## src/rtl/muldiv_pkg.sv

```systemverilog
// Shared op encoding, FSM state type and op-class helpers for the HI/LO unit.
package muldiv_pkg;

  localparam logic [3:0] OpNop   = 4'd0;
  localparam logic [3:0] OpMult  = 4'd1;
  localparam logic [3:0] OpMultu = 4'd2;
  localparam logic [3:0] OpDiv   = 4'd3;
  localparam logic [3:0] OpDivu  = 4'd4;
  localparam logic [3:0] OpMadd  = 4'd5;
  localparam logic [3:0] OpMaddu = 4'd6;
  localparam logic [3:0] OpMsub  = 4'd7;
  localparam logic [3:0] OpMsubu = 4'd8;
  localparam logic [3:0] OpMthi  = 4'd9;
  localparam logic [3:0] OpMtlo  = 4'd10;

  typedef enum logic [1:0] {
    StIdle,
    StRun,
    StFinish
  } stateT;

  function automatic logic is_signed(input logic [3:0] op);
    return (op == OpMult) || (op == OpDiv) || (op == OpMadd) || (op == OpMsub);
  endfunction

  function automatic logic is_div(input logic [3:0] op);
    return (op == OpDiv) || (op == OpDivu);
  endfunction

  function automatic logic is_acc(input logic [3:0] op);
    return (op == OpMadd) || (op == OpMaddu) || (op == OpMsub) || (op == OpMsubu);
  endfunction

  function automatic logic is_sub(input logic [3:0] op);
    return (op == OpMsub) || (op == OpMsubu);
  endfunction

  function automatic logic is_multicycle(input logic [3:0] op);
    return (op >= OpMult) && (op <= OpMsubu);
  endfunction

endpackage

```

## src/rtl/muldiv_iter_core.sv

```systemverilog
// Iterative unsigned datapath: shift-add multiply or restoring divide, one step per Step.
// Multiply: {ResHi,ResLo} = MagA * MagB. Divide: ResLo = MagA / MagB, ResHi = MagA % MagB.
module muldiv_iter_core #(
  parameter int unsigned WIDTH = 32
) (
  input  logic             Clk,
  input  logic             Reset,
  input  logic             Load,
  input  logic             Step,
  input  logic             IsDiv,
  input  logic [WIDTH-1:0] MagA,
  input  logic [WIDTH-1:0] MagB,
  output logic [WIDTH-1:0] ResHi,
  output logic [WIDTH-1:0] ResLo
);

  // hiQ: product upper half / partial remainder
  // loQ: multiplier shifting out / dividend shifting out, quotient shifting in
  // opndQ: multiplicand / divisor
  logic [WIDTH-1:0] hiQ, hiD;
  logic [WIDTH-1:0] loQ, loD;
  logic [WIDTH-1:0] opndQ, opndD;
  logic             isDivQ, isDivD;

  logic [WIDTH:0] addSum;
  logic [WIDTH:0] remShift;
  logic [WIDTH:0] remDiff;
  logic           remGeq;

  // Next-state for one load or one iteration step.
  always_comb begin
    hiD    = hiQ;
    loD    = loQ;
    opndD  = opndQ;
    isDivD = isDivQ;

    addSum   = {1'b0, hiQ} + (loQ[0] ? {1'b0, opndQ} : '0);
    remShift = {hiQ, loQ[WIDTH-1]};
    remDiff  = remShift - {1'b0, opndQ};
    remGeq   = (remShift >= {1'b0, opndQ});

    if (Load) begin
      hiD    = '0;
      loD    = IsDiv ? MagA : MagB;
      opndD  = IsDiv ? MagB : MagA;
      isDivD = IsDiv;
    end else if (Step) begin
      if (isDivQ) begin
        // Remainder stays below the divisor, so the difference always fits WIDTH bits.
        hiD = remGeq ? remDiff[WIDTH-1:0] : remShift[WIDTH-1:0];
        loD = {loQ[WIDTH-2:0], remGeq};
      end else begin
        hiD = addSum[WIDTH:1];
        loD = {addSum[0], loQ[WIDTH-1:1]};
      end
    end
  end

  // Datapath registers.
  always_ff @(posedge Clk) begin
    if (Reset) begin
      hiQ    <= '0;
      loQ    <= '0;
      opndQ  <= '0;
      isDivQ <= 1'b0;
    end else begin
      hiQ    <= hiD;
      loQ    <= loD;
      opndQ  <= opndD;
      isDivQ <= isDivD;
    end
  end

  assign ResHi = hiQ;
  assign ResLo = loQ;

endmodule

```

## src/rtl/muldiv_hilo_unit.sv

```systemverilog
// Multi-cycle multiply/divide unit owning HI/LO, with accumulate, MTHI/MTLO and flush abort.
module muldiv_hilo_unit
  import muldiv_pkg::*;
#(
  parameter int unsigned WIDTH = 32
) (
  input  logic             Clk,
  input  logic             Reset,
  input  logic             Start,
  input  logic [3:0]       Op,
  input  logic [WIDTH-1:0] OperandA,
  input  logic [WIDTH-1:0] OperandB,
  input  logic             Flush,
  output logic             Busy,
  output logic             Done,
  output logic [WIDTH-1:0] HI,
  output logic [WIDTH-1:0] LO
);

  localparam int unsigned CNT_W = $clog2(WIDTH) + 1;
  localparam logic [CNT_W-1:0] CntInit = CNT_W'(WIDTH);
  localparam logic [CNT_W-1:0] CntOne  = CNT_W'(1);

  stateT            stateQ, stateD;
  logic [CNT_W-1:0] cntQ, cntD;
  logic [3:0]       opQ, opD;
  logic             negProdQ, negProdD;  // result sign differs (product / quotient)
  logic             negRemQ, negRemD;    // dividend negative (remainder sign)
  logic             divZeroQ, divZeroD;
  logic [WIDTH-1:0] origAQ, origAD;
  logic [WIDTH-1:0] hiQ, hiD;
  logic [WIDTH-1:0] loQ, loD;
  logic             doneQ, doneD;

  logic             accept;
  logic             signA, signB;
  logic [WIDTH-1:0] magA, magB;
  logic             coreLoad, coreStep;
  logic [WIDTH-1:0] coreHi, coreLo;

  logic [2*WIDTH-1:0] prodU, prodS, accCur, accRes, mulRes;
  logic [WIDTH-1:0]   quot, rem;
  logic [2*WIDTH-1:0] finalRes;

  // Operand conditioning for the unsigned core.
  always_comb begin
    accept   = (stateQ == StIdle) && Start && !Flush;
    signA    = is_signed(Op) && OperandA[WIDTH-1];
    signB    = is_signed(Op) && OperandB[WIDTH-1];
    magA     = signA ? -OperandA : OperandA;
    magB     = signB ? -OperandB : OperandB;
    coreLoad = accept && is_multicycle(Op);
    coreStep = (stateQ == StRun) && !Flush;
  end

  muldiv_iter_core #(
    .WIDTH(WIDTH)
  ) uCore (
    .Clk  (Clk),
    .Reset(Reset),
    .Load (coreLoad),
    .Step (coreStep),
    .IsDiv(is_div(Op)),
    .MagA (magA),
    .MagB (magB),
    .ResHi(coreHi),
    .ResLo(coreLo)
  );

  // Sign fix-up and accumulate applied on the FINISH cycle.
  always_comb begin
    prodU  = {coreHi, coreLo};
    prodS  = negProdQ ? -prodU : prodU;
    accCur = {hiQ, loQ};
    accRes = is_sub(opQ) ? (accCur - prodS) : (accCur + prodS);
    mulRes = is_acc(opQ) ? accRes : prodS;
    quot   = negProdQ ? -coreLo : coreLo;
    rem    = negRemQ ? -coreHi : coreHi;
    if (is_div(opQ)) begin
      // Divide by zero returns the raw dividend in HI and all ones in LO.
      finalRes = divZeroQ ? {origAQ, {WIDTH{1'b1}}} : {rem, quot};
    end else begin
      finalRes = mulRes;
    end
  end

  // Control FSM next-state and HI/LO writes.
  always_comb begin
    stateD   = stateQ;
    cntD     = cntQ;
    opD      = opQ;
    negProdD = negProdQ;
    negRemD  = negRemQ;
    divZeroD = divZeroQ;
    origAD   = origAQ;
    hiD      = hiQ;
    loD      = loQ;
    doneD    = 1'b0;

    unique case (stateQ)
      StIdle: begin
        if (accept) begin
          if (is_multicycle(Op)) begin
            opD      = Op;
            negProdD = signA ^ signB;
            negRemD  = signA;
            divZeroD = (OperandB == '0);
            origAD   = OperandA;
            cntD     = CntInit;
            stateD   = StRun;
          end else if (Op == OpMthi) begin
            hiD = OperandA;
          end else if (Op == OpMtlo) begin
            loD = OperandA;
          end
        end
      end
      StRun: begin
        if (Flush) begin
          stateD = StIdle;
          cntD   = '0;
        end else begin
          cntD = cntQ - CntOne;
          if (cntQ == CntOne) begin
            stateD = StFinish;
          end
        end
      end
      StFinish: begin
        stateD = StIdle;
        cntD   = '0;
        if (!Flush) begin
          {hiD, loD} = finalRes;
          doneD      = 1'b1;
        end
      end
      default: begin
        stateD = StIdle;
        cntD   = '0;
      end
    endcase
  end

  // State and architectural registers; reset overrides everything.
  always_ff @(posedge Clk) begin
    if (Reset) begin
      stateQ   <= StIdle;
      cntQ     <= '0;
      opQ      <= OpNop;
      negProdQ <= 1'b0;
      negRemQ  <= 1'b0;
      divZeroQ <= 1'b0;
      origAQ   <= '0;
      hiQ      <= '0;
      loQ      <= '0;
      doneQ    <= 1'b0;
    end else begin
      stateQ   <= stateD;
      cntQ     <= cntD;
      opQ      <= opD;
      negProdQ <= negProdD;
      negRemQ  <= negRemD;
      divZeroQ <= divZeroD;
      origAQ   <= origAD;
      hiQ      <= hiD;
      loQ      <= loD;
      doneQ    <= doneD;
    end
  end

  assign Busy = (stateQ != StIdle);
  assign Done = doneQ;
  assign HI   = hiQ;
  assign LO   = loQ;

endmodule

```

## config.mk

```make
export PLATFORM = sky130hd
export DESIGN_NAME = muldiv_hilo_unit
export DESIGN_NICKNAME = d
export VERILOG_FILES = /design/src/rtl/muldiv_pkg.sv /design/src/rtl/muldiv_iter_core.sv /design/src/rtl/muldiv_hilo_unit.sv
export SDC_FILE = /design/constraint.sdc
export NUM_CORES = 1
export LEC_CHECK = 0
export ABC_AREA = 1
export BUFFER_PORTS_ARGS = -buffer_cell sky130_fd_sc_hd__buf_2
export CAP_MARGIN = 20
export CORE_AREA = 2 2 264 266
export CTS_CLUSTER_DIAMETER = 200
export DETAILED_ROUTE_END_ITERATION = 6
export DIE_AREA = 0 0 266 268
export REMOVE_ABC_BUFFERS = 1
export SYNTH_ARGS = -nofsm -noshare
export SYNTH_HDL_FRONTEND = slang
export SYNTH_SLANG_ARGS = --single-unit
export TNS_END_PERCENT = 5
```

## constraint.sdc

```tcl
create_clock -name Clk -period 5.3 [get_ports Clk]
set_input_delay 0 -clock Clk [delete_from_list [all_inputs] [get_ports Clk]]
set_output_delay 0 -clock Clk [all_outputs]
set_load 0.02 [all_outputs]
```

======== After elaboration in Yosys (flattened, before gate mapping) ========
Index checks and enable logic that the tools add are counted.
word-level totals
  flip-flop bits (word level) ............. 209
  bits in latches ......................... 0
  memory bits (writable) .................. 0
  ROM bits ................................ 0
  output and inout bits ................... 66
  logic and storage cells ................. 120
  memories kept ........................... 0
cells by class
  add/subtract/negate cells ............... 10
  $mul .................................... 0
  divide/modulo/power cells ............... 0
  order comparisons ....................... 3
  eq/ne operators ......................... 24
  shift-type cells ........................ 0
  mux-type cells .......................... 38
  bitwise gates (word level) .............. 2
  reductions and logical operators ........ 29
operator list
  kind                count
  $mux 32             21
  $mux 64             5
  $neg 32->32         4
  $pmux 32 s2         2
  $add 64x64->64      1
  $neg 64->64         1
  $sub 64x64->64      1
  $add 32x32->33      1
  $ge 33x32->1        1
  $logic_not 32->1    1
  $sub 32x32->32      1
  $eq 4x3->1 const B  7
  $mux 6              3
  $eq 4x4->1 const B  3
  $pmux 6 s2          1
  $logic_or 1x1->1    9
  $eq 4x2->1 const B  2
  $mux 2              4
  $ne 2x2->1 const B  4
  $logic_and 1x1->1   7
  $eq 6x1->1 const B  1
  $ne 2x1->1 const B  3
  $reduce_and 3->1    2
  $reduce_and 6->1    1
  other kinds (17)    20

======== Longest topological paths before layout ========
Gate-level depths: netlist of run 1.
  depth after elaboration ................. 8
  gate-level depth with buffers ........... 36
  gate-level depth less buffers ........... 36

======== By module ========
A second synthesis of run 1 with hierarchy kept.
second synthesis, totals
  cell total of the unflattened synthesis .. 4718
  area, all modules ....................... 26835.7 µm²
by module, submodules not included
  module            instances  cells each  area each (µm²)  sequential area each (µm²)
  muldiv_hilo_unit  1          2880        16379.5          2242.2
  muldiv_iter_core  1          1838        10456.3          1941.9

======== Least setup slack after synthesis of run 1 ========
No wires, ideal clock.
  path kind ............................... reg2reg
  start ................................... register uCore.loQ[0] (netlist: uCore.ResLo[0])
  end ..................................... register hiQ[29] (netlist: HI[29])
  library setup time ...................... 0.070 ns
  arrival time ............................ 4.176 ns
  data required time ...................... 5.230 ns
  path slack .............................. 1.055 ns
  cell stages (with the launch flop) ...... 34
  buffers on the path ..................... 0
  clock period less this slack ............ 4.245 ns
  path through ............................ dfxtp_1 inv_1 ha_1 inv_1 nor2_2 inv_2 nand3_1 nand2_2 nor2_4 nand4_4 nor2_4 nand2_4 nor2_8 nand4_4 nor2_4 nand3_2 nor2_4 nand3_1 nand2_1 xor2_1 ha_1 nand2_1 nor2_1 inv_1 nor2_1 inv_1 nor4_1 nand3_1 or2_2 nand3_1 nand2_1 o21ai_0 nand2_1 a21oi_1
on the way
  word-level cells in the longest chain between the ends .. 8
  elaborated cells between the ends (all ways) .. 9
  those cells by class .................... 3 x add/sub; 6 x mux
RTL lines
  element                                                  RTL line                 text
  start: declaration                                       muldiv_iter_core.sv:21   logic [WIDTH-1:0] loQ, loD;
  start signal: assignment                                 muldiv_iter_core.sv:68   loQ <= loD;
  $neg 64->64                                              muldiv_hilo_unit.sv:73   prodS = negProdQ ? -prodU : prodU;
  $mux 64 *                                                muldiv_hilo_unit.sv:73
  $add 64x64->64 / $sub 64x64->64 (equally long branches)  muldiv_hilo_unit.sv:75   accRes = is_sub(opQ) ? (accCur - prodS) : (accCur + prodS);
  $mux 64                                                  muldiv_hilo_unit.sv:75
  $mux 64 *                                                muldiv_hilo_unit.sv:76   mulRes = is_acc(opQ) ? accRes : prodS;
  $mux 64 *                                                muldiv_hilo_unit.sv:79   if (is_div(opQ)) begin
  $mux 32 *                                                muldiv_hilo_unit.sv:132  if (!Flush) begin
  $pmux 32 s2 *                                            muldiv_hilo_unit.sv:100  unique case (stateQ)
  end signal: assignment                                   muldiv_hilo_unit.sv:165  hiQ <= hiD;
  end: declaration                                         muldiv_hilo_unit.sv:31   logic [WIDTH-1:0] hiQ, hiD;
Mark *: on every way between the ends. The rest lies on a longest branch, timed or not. The select of a mux whose other input is x is not followed.
A chain may end at the register's enable or synchronous reset.

======== Final worst setup path of run 1 ========
  start ................................... register uCore.loQ[26] (netlist: uCore.ResLo[26])
  end ..................................... register hiQ[24] (netlist: HI[24])
Same word-level chain as after synthesis.

==> results of run 1 <==
[synthesized netlist by cell type, drive strengths merged (22+ instances only)]
cell and number:
clkbuf 130, nand4 68, nand2 1088, buf 26, xor2 134, dfxtp 209, nor2 554, or2 22
o211ai 75, a31oi 50, a21oi 387, ha 134, xnor2 44, o21ai 410, inv 583, nor3 49
nand3 225
[cell usage in the layout (no fill, tap or decap), types with 34 or more instances in the layout]
master | synthesis | final
sky130_fd_sc_hd__nand2_1 | 1060 | 1057
sky130_fd_sc_hd__inv_1 | 563 | 560
sky130_fd_sc_hd__nor2_1 | 519 | 502
sky130_fd_sc_hd__a21oi_1 | 386 | 381
sky130_fd_sc_hd__o21ai_0 | 386 | 380
sky130_fd_sc_hd__nand3_1 | 221 | 220
sky130_fd_sc_hd__dfxtp_1 | 209 | 205
sky130_fd_sc_hd__buf_2 | 15 | 137
sky130_fd_sc_hd__xor2_1 | 134 | 133
sky130_fd_sc_hd__ha_1 | 134 | 132
sky130_fd_sc_hd__buf_4 | 3 | 99
sky130_fd_sc_hd__o211ai_1 | 75 | 75
sky130_fd_sc_hd__dlygate4sd3_1 | 0 | 68
sky130_fd_sc_hd__nand4_1 | 64 | 64
sky130_fd_sc_hd__a31oi_1 | 50 | 47
sky130_fd_sc_hd__nor3_1 | 46 | 44
sky130_fd_sc_hd__xnor2_1 | 44 | 44
sky130_fd_sc_hd__nor2_2 | 24 | 34
[flip-flops by register name (all words and copies together), names as in the netlist, 2 cells and up]
register / cells
HI: 32
LO: 32
cntQ: 6
opQ: 4
origAQ: 32
stateQ: 2
uCore.ResHi: 32
uCore.ResLo: 32
uCore.opndQ: 32
[routing by layer]
layer  global-route usage  part of all wire  vias up
met2                0.510              0.44     1560
met3               0.0342             0.088      227
met5                    0                 0        -
met4                0.142             0.048        0
li1                     -                 -    14900
met1                0.444              0.43    14400
[path summary, 6_finish.rpt]
check | startpoint | to | slack (ns) | cells past startpoint
setup / recovery | uCore.ResLo[26] | HI[24] | 0.23 | 30
hold / removal | OperandB[11] | uCore.opndQ[11] | 0.02 | 7
setup reg to reg | uCore.ResLo[26] | HI[24] | 0.23 | 30
hold reg to reg | origAQ[25] | origAQ[25] | 0.45 | 2
[power groups by stage]
stage / Sequential [uW] / Clock, uW / Combinational, uW
5_1_grt: 1740 / 2080 / 2750
3_5_place_dp: 1770 / 0 / 2390
3_3_place_gp: 1770 / 0 / 2390
4_1_cts: 1730 / 2020 / 2440
6_report: 1740 / 2020 / 2530
2_1_floorplan: 1750 / 0 / 1640
[area by class of cell]
type                            instances  area, um2
Multi-Input combinational cell       3434      18300
Clock buffer                           34        752
Inverter                              588       2210
Fill cell                            7650      39300
Timing Repair Buffer                  305       2130
Tap cell                              882       1100
Sequential cell                       209       4190
Clock inverter                         14        181
[cells by family after synthesis]
group	after synthesis
simple gates	2045
buf+inv	744
xor+xnor	178
flops	209
fa+ha+maj	137
compound gates	1074
[stage by stage]
stage / cells / total power (uW)
final: 5466 / 6290
after global routing: 5466 / 6570
after CTS: 5465 / 6200
after detailed placement: 5349 / 4160
after global placement: 5349 / 4160
after floorplan: 4231 / 3380
[tightest hold or removal path: stages]
cell,delay (ns)
sky130_fd_sc_hd__buf_2,0.12
sky130_fd_sc_hd__inv_1,0.08
sky130_fd_sc_hd__xor2_1,0.07
sky130_fd_sc_hd__inv_1,0.09
sky130_fd_sc_hd__o221ai_1,0.11
sky130_fd_sc_hd__nand2_1,0.07
sky130_fd_sc_hd__inv_1,0.03
[repair_timing]
item | CTS | global route
endpoints found under the hold margin | 73 | 0
endpoints found under the setup margin | 0 | 20
gates resized for setup | 0 | 50
hold buffers | 68 | 0
setup buffers | 0 | 1
==> out/qor.yml, run 1 <==
place:
  gp_congestion: 1.04
  portBuffers: 137
  post_place_instance_area_um2: 27100
  detailedPlacementHpwl_mm: 96.2
  dpl_worst_slack_ns: 0.0400
setup_path:
  critical-path-max-stage-delay_ns: 0.50
  timing.critical_path.fanout_max: 9
  cp_common_cell: "sky130_fd_sc_hd__nand2_1"
  crit_path_start_kind: "flip-flop"
  crit_required_ns: 5.75
  cpMaxStageDelayCell: "sky130_fd_sc_hd__dfxtp_1"
  timing.critical_path.buf_inv: 5
  critical-path-top-delay-family: "simple AND/OR/NAND/NOR gates"
  end_kind: "flip-flop"
  crit_arrival_ns: 5.53
  crit_type: "flip-flop to flip-flop"
grt:
  number_of_global_route_vias_before_repair: 28500
  grt_start_max_net_pins: 65
  wire_length_of_the_first_global_routing_pass_mm: 176
  grt_remaining_overflow: 0
  grt_antenna_before_repair: 0
  grtUsageTotal: 0.323
route:
  initialDrtViolationCount: 3696
  drt_wl_total_mm: 120
  drt_pre_antenna_iters: 6
  num_vias: 31000
  remaining_drc_errors: 0
  wire_per_inst_um: 21.9
  antenna_left: 0
  via_cell_ratio: 5.68
sta:
  grt_setup_unrepaired: "yes"
  min_period_over_period: 0.957
  final-hold-violation-count: 0
  slew_headroom: 0.183
  largest_clock_skew_in_the_final_design_ns: 0.0271
  tightest_slew_ns: 1.22
  fmax_ghz: 0.197
  timing.final.crit_period_ns: 5.07
  tns_ns: 0
  slew_violations: 0
  finalHoldWorstSlack_ns: 0.0240
  setup_viol_count_final: 0
  setup_ws_ns: 0.225
clock_tree:
  cts_tree: "built"
  cts.root.buffer_cell: "sky130_fd_sc_hd__clkbuf_16"
  cts_made_buffers: 26
  ctsHtreeMaxLevel: 1
  clk_buf_depth: 3
  clkLatencyLatePin_ns: 0.59
  clk_pin_slew_worst_paths_ns: 0.07
  clkSinkCount: 209
logic_synthesis:
  synth_seq_cells: 209
  synth_top_family_by_area: "simple AND/OR/NAND/NOR gates"
  synth_xor_area_frac: 0.0621
  synth_ff_type: "sky130_fd_sc_hd__dfxtp_1"
  synth_sequential_area_ratio: 0.167
  post_synth_instance_area_um2: 25100
  synth_enable_flop_cells: 0
  post_synth_fa_ha_maj_area_fraction: 0.0692
  synth.area.top_cells: "sky130_fd_sc_hd__dfxtp_1 17%, sky130_fd_sc_hd__nand2_1 16%, sky130_fd_sc_hd__inv_1 8.4%"
  mux_contribution_to_synthesized_area: 0
  synth_simple_gate_area_frac: 0.346
  postSynthAreaPerCell_um2: 5.72
  synth_compound_gate_area_share: 0.243
  synth_largest_type_area_fraction: 0.167
  yosysWarningCount: 0
  async_flop_share: 0
  post_synth_num_cell_types: 61
  synthDominantAreaCellType: "sky130_fd_sc_hd__dfxtp_1"
  syn-instance-count: 4387
final_layout:
  end_of_flow_core_utilization: 0.423
  final_nets: 4773
  syn2layout_area_growth_pct: 15.1
  post-route-cell-area_um2: 28900
  fraction_of_layout_instances_using_a_drive_strength_above_1: 0.0990
  n_antenna_cell: 0
power_and_ir_drop:
  netSwitchingFraction: 0.423
  share_seq_of_total_power: 0.277
  internal_power_uw: 3630
  comb_power_frac: 0.402
  static-leakage-power_uw: 0.0142
  net_switching_power_of_the_design_uw: 2660
  power_density_nw_per_um2: 218
  share_clk_of_total_power: 0.322
  peakVddDrop_v: 0.000241
die:
  design.core.area_um2: 68200
  fp.dieArea_um2: 71300
  num_io_pins: 138
  die_h_um: 268
  number_of_rows_in_the_core_area: 96
  initial_core_util: 0.368
  die_width_um: 266
worst_hold_path:
  worstHoldPathType: "primary input to flip-flop"
run_status:
  outcome: "completed"
job:
  drv.max_cap_violation_count: 0
No activity file was read; power rests on OpenSTA's default activity.
==> run 2, diff against run 1 <==
Settings changed: CORE_AREA 2 2 264 266 to 2 2 252 279, DIE_AREA 0 0 266 268 to 0 0 254 281.
==> run 2 against run 1 <==
Compared with the run above:
- the flow now finishes with violations (DRC)
- largest power group unchanged
- worst hold slack gained 0.010 ns
- power grew 0.40%
- global-route usage grew 0.14 points
- via count grew 0.67%
- first-iteration DRC count grew 0.38%
- worst setup slack gained 0.034 ns
- flip-flop and latch count is the same
- critical path depth is the same
- final area grew 0.44%
==> out/qor.yml, run 2 (synthesis gave the netlist of run 1 again) <==
final_layout:
  fraction_of_layout_instances_using_a_drive_strength_above_1: 0.0974  # -0.00161
  most-common-layout-cells: "1058 x sky130_fd_sc_hd__nand2_1, 560 x sky130_fd_sc_hd__inv_1, 504 x sky130_fd_sc_hd__nor2_1"
  syn2layout_area_growth_pct: 15.6
  layout_commonest_cell: "sky130_fd_sc_hd__nand2_1"
  final_nets: 4785  # +0.25%
power_and_ir_drop:
  internal_power_uw: 3620  # -0.34%
  power_density_nw_per_um2: 218  # about the same
  peakVddDrop_v: 0.000239  # -0.92%
  static-leakage-power_uw: 0.0142  # +0.20%
  net_switching_power_of_the_design_uw: 2700  # +1.4%
  share_seq_of_total_power: 0.275  # -0.002
  netSwitchingFraction: 0.427  # +0.00428
  share_clk_of_total_power: 0.322  # about the same
  comb_power_frac: 0.403  # about the same
setup_path:
  cpMaxStageDelayCell: "sky130_fd_sc_hd__dfxtp_1"
  timing.critical_path.fanout_max: 6  # -3
  end_kind: "flip-flop"
  critical-path-max-stage-delay_ns: 0.41  # -0.09 ns
  crit_type: "flip-flop to flip-flop"
  crit_arrival_ns: 5.55  # +0.02 ns
  crit_path_start_kind: "flip-flop"
  crit_required_ns: 5.81  # +0.06 ns
die:
  number_of_rows_in_the_core_area: 101  # +5.2%
  initial_core_util: 0.366  # -0.00144
  design.core.area_um2: 68500  # +0.39%
  num_io_pins: 138  # unchanged
  fp.dieArea_um2: 71400  # +0.12%
  die_width_um: 254  # -4.5%
  die_h_um: 281  # +4.9%
sta:
  timing.final.crit_period_ns: 5.04  # -0.0338 ns
  slew_violations: 0  # unchanged
  largest_clock_skew_in_the_final_design_ns: 0.0411  # +0.0139 ns
  grt_setup_unrepaired: "yes"
  final-hold-violation-count: 0  # unchanged
  slew_headroom: 0.343  # +0.159
  finalHoldWorstSlack_ns: 0.0341  # +0.0101 ns
  tightest_slew_ns: 0.976  # -0.245 ns
  min_period_over_period: 0.951  # -0.00639
  fmax_ghz: 0.198  # +0.67%
  tns_ns: 0  # unchanged
  setup_viol_count_final: 0  # unchanged
run_status:
  outcome: "complete, but fails checks"
  violations: "DRC"
route:
  drt_wl_total_mm: 120  # +0.26%
  via_cell_ratio: 5.65  # -0.43%
  remaining_drc_errors: 2  # +2
  antenna_left: 0  # unchanged
  drt_pre_antenna_iters: 7  # +1
  wire_per_inst_um: 21.7  # -0.83%
  initialDrtViolationCount: 3710  # +0.38%
  num_vias: 31200  # +0.67%
grt:
  grt.busiest_layer: "met2"
  groute.layer.met2.usage: 0.512  # +0.00129
  globalRouteMet3Util: 0.0318  # -0.00241
  number_of_global_route_vias_before_repair: 28400  # -0.27%
  gr-usage-met1: 0.436  # -0.00807
  grtUsageTotal: 0.324  # +0.00140
  grt_antenna_before_repair: 0  # unchanged
  wire_length_of_the_first_global_routing_pass_mm: 176  # +0.24%
  grt_remaining_overflow: 0  # unchanged
  grt_start_max_net_pins: 67  # +3.1%
clock_tree:
  ctsHtreeMaxLevel: 1  # unchanged
  cts.root.buffer_cell: "sky130_fd_sc_hd__clkbuf_16"
  clk_pin_slew_worst_paths_ns: 0.06  # about the same
  clk_buf_depth: 3  # unchanged
  cts_tree: "built"
  clkSinkCount: 209  # unchanged
  number_of_post_cts_setup_repair_buffers: 0  # unchanged
  clkLatencyLatePin_ns: 0.60  # about the same
  cts_made_buffers: 29  # +12%
job:
  drv.max_cap_violation_count: 0  # unchanged
place:
  portBuffers: 137  # unchanged
  gp_congestion: 1.04  # +0.26%
  detailedPlacementHpwl_mm: 95.7  # -0.56%
worst_hold_path:
  worstHoldPathType: "primary input to flip-flop"
## run 2: cell type report
cell class,count,area [um2]
diodes,1,2.50
clock buffers,37,796
clock inverters,16,168
fillers,7556,39500
inverters,588,2210
multi-input cells,3434,18300
flip-flops and latches,209,4190
well taps,927,1160
repair buffers,314,2230
## run 2: per-layer routing
| metal | routed length, um | vias to the layer above | share of wire |
|---|---|---|---|
| met5 | 0 | - | 0 |
| met4 | 7060 | 0 | 0.059 |
| met3 | 10800 | 267 | 0.090 |
| met2 | 52900 | 1680 | 0.44 |
| met1 | 49400 | 14400 | 0.41 |
| li1 | - | 14900 | - |
## run 2: worst max-delay path, delay by kind of cell (launching register included)
family | cells | cell delay, ns
AOI/OAI and AO/OA | 2 | 0.36
DFF | 1 | 0.41
adders and majority gates | 1 | 0.38
xor gates and xnor gates | 1 | 0.18
buffers and inverters | 3 | 0.25
and+or+nand+nor | 23 | 3.37
## run 2: power groups by stage
stage               registers, uW  logic, uW  clock network [uW]
finish                       1740       2550                2030
global route                 1740       2780                2080
CTS                          1730       2460                2040
detailed placement           1770       2410                   0
global placement             1770       2400                   0
floorplan                    1750       1640                   0
## run 2: stage by stage
stage	util	worst slack (ns)	total power, uW	instances	instance area [um2]
finish	0.423	0.259	6310	5526	29000
global route	0.423	-0.0626	6600	5525	29000
CTS	0.422	0.0810	6230	5525	28900
detailed placement	0.396	0.171	4170	5395	27100
global placement	0.396	0.217	4170	5394	27100
floorplan	-	-0.590	3380	4231	24500
## run 2: worst paths after layout
kind / startpoint / slack [ns] / cells past startpoint / to
worst max register to register: uCore.ResLo[2] / 0.26 / 30 / HI[19]
worst min register to register: origAQ[24] / 0.46 / 2 / origAQ[24]
worst max-delay path: uCore.ResLo[2] / 0.26 / 30 / HI[19]
worst min-delay path: OperandB[24] / 0.03 / 6 / uCore.opndQ[24]
## run 2: repair_timing
| item | 4_1_cts | 5_1_grt |
|---|---|---|
| hold buffers | 77 | 0 |
| setup endpoints to repair | 0 | 28 |
| gates resized for setup | 0 | 39 |
| hold endpoints to repair | 102 | 0 |
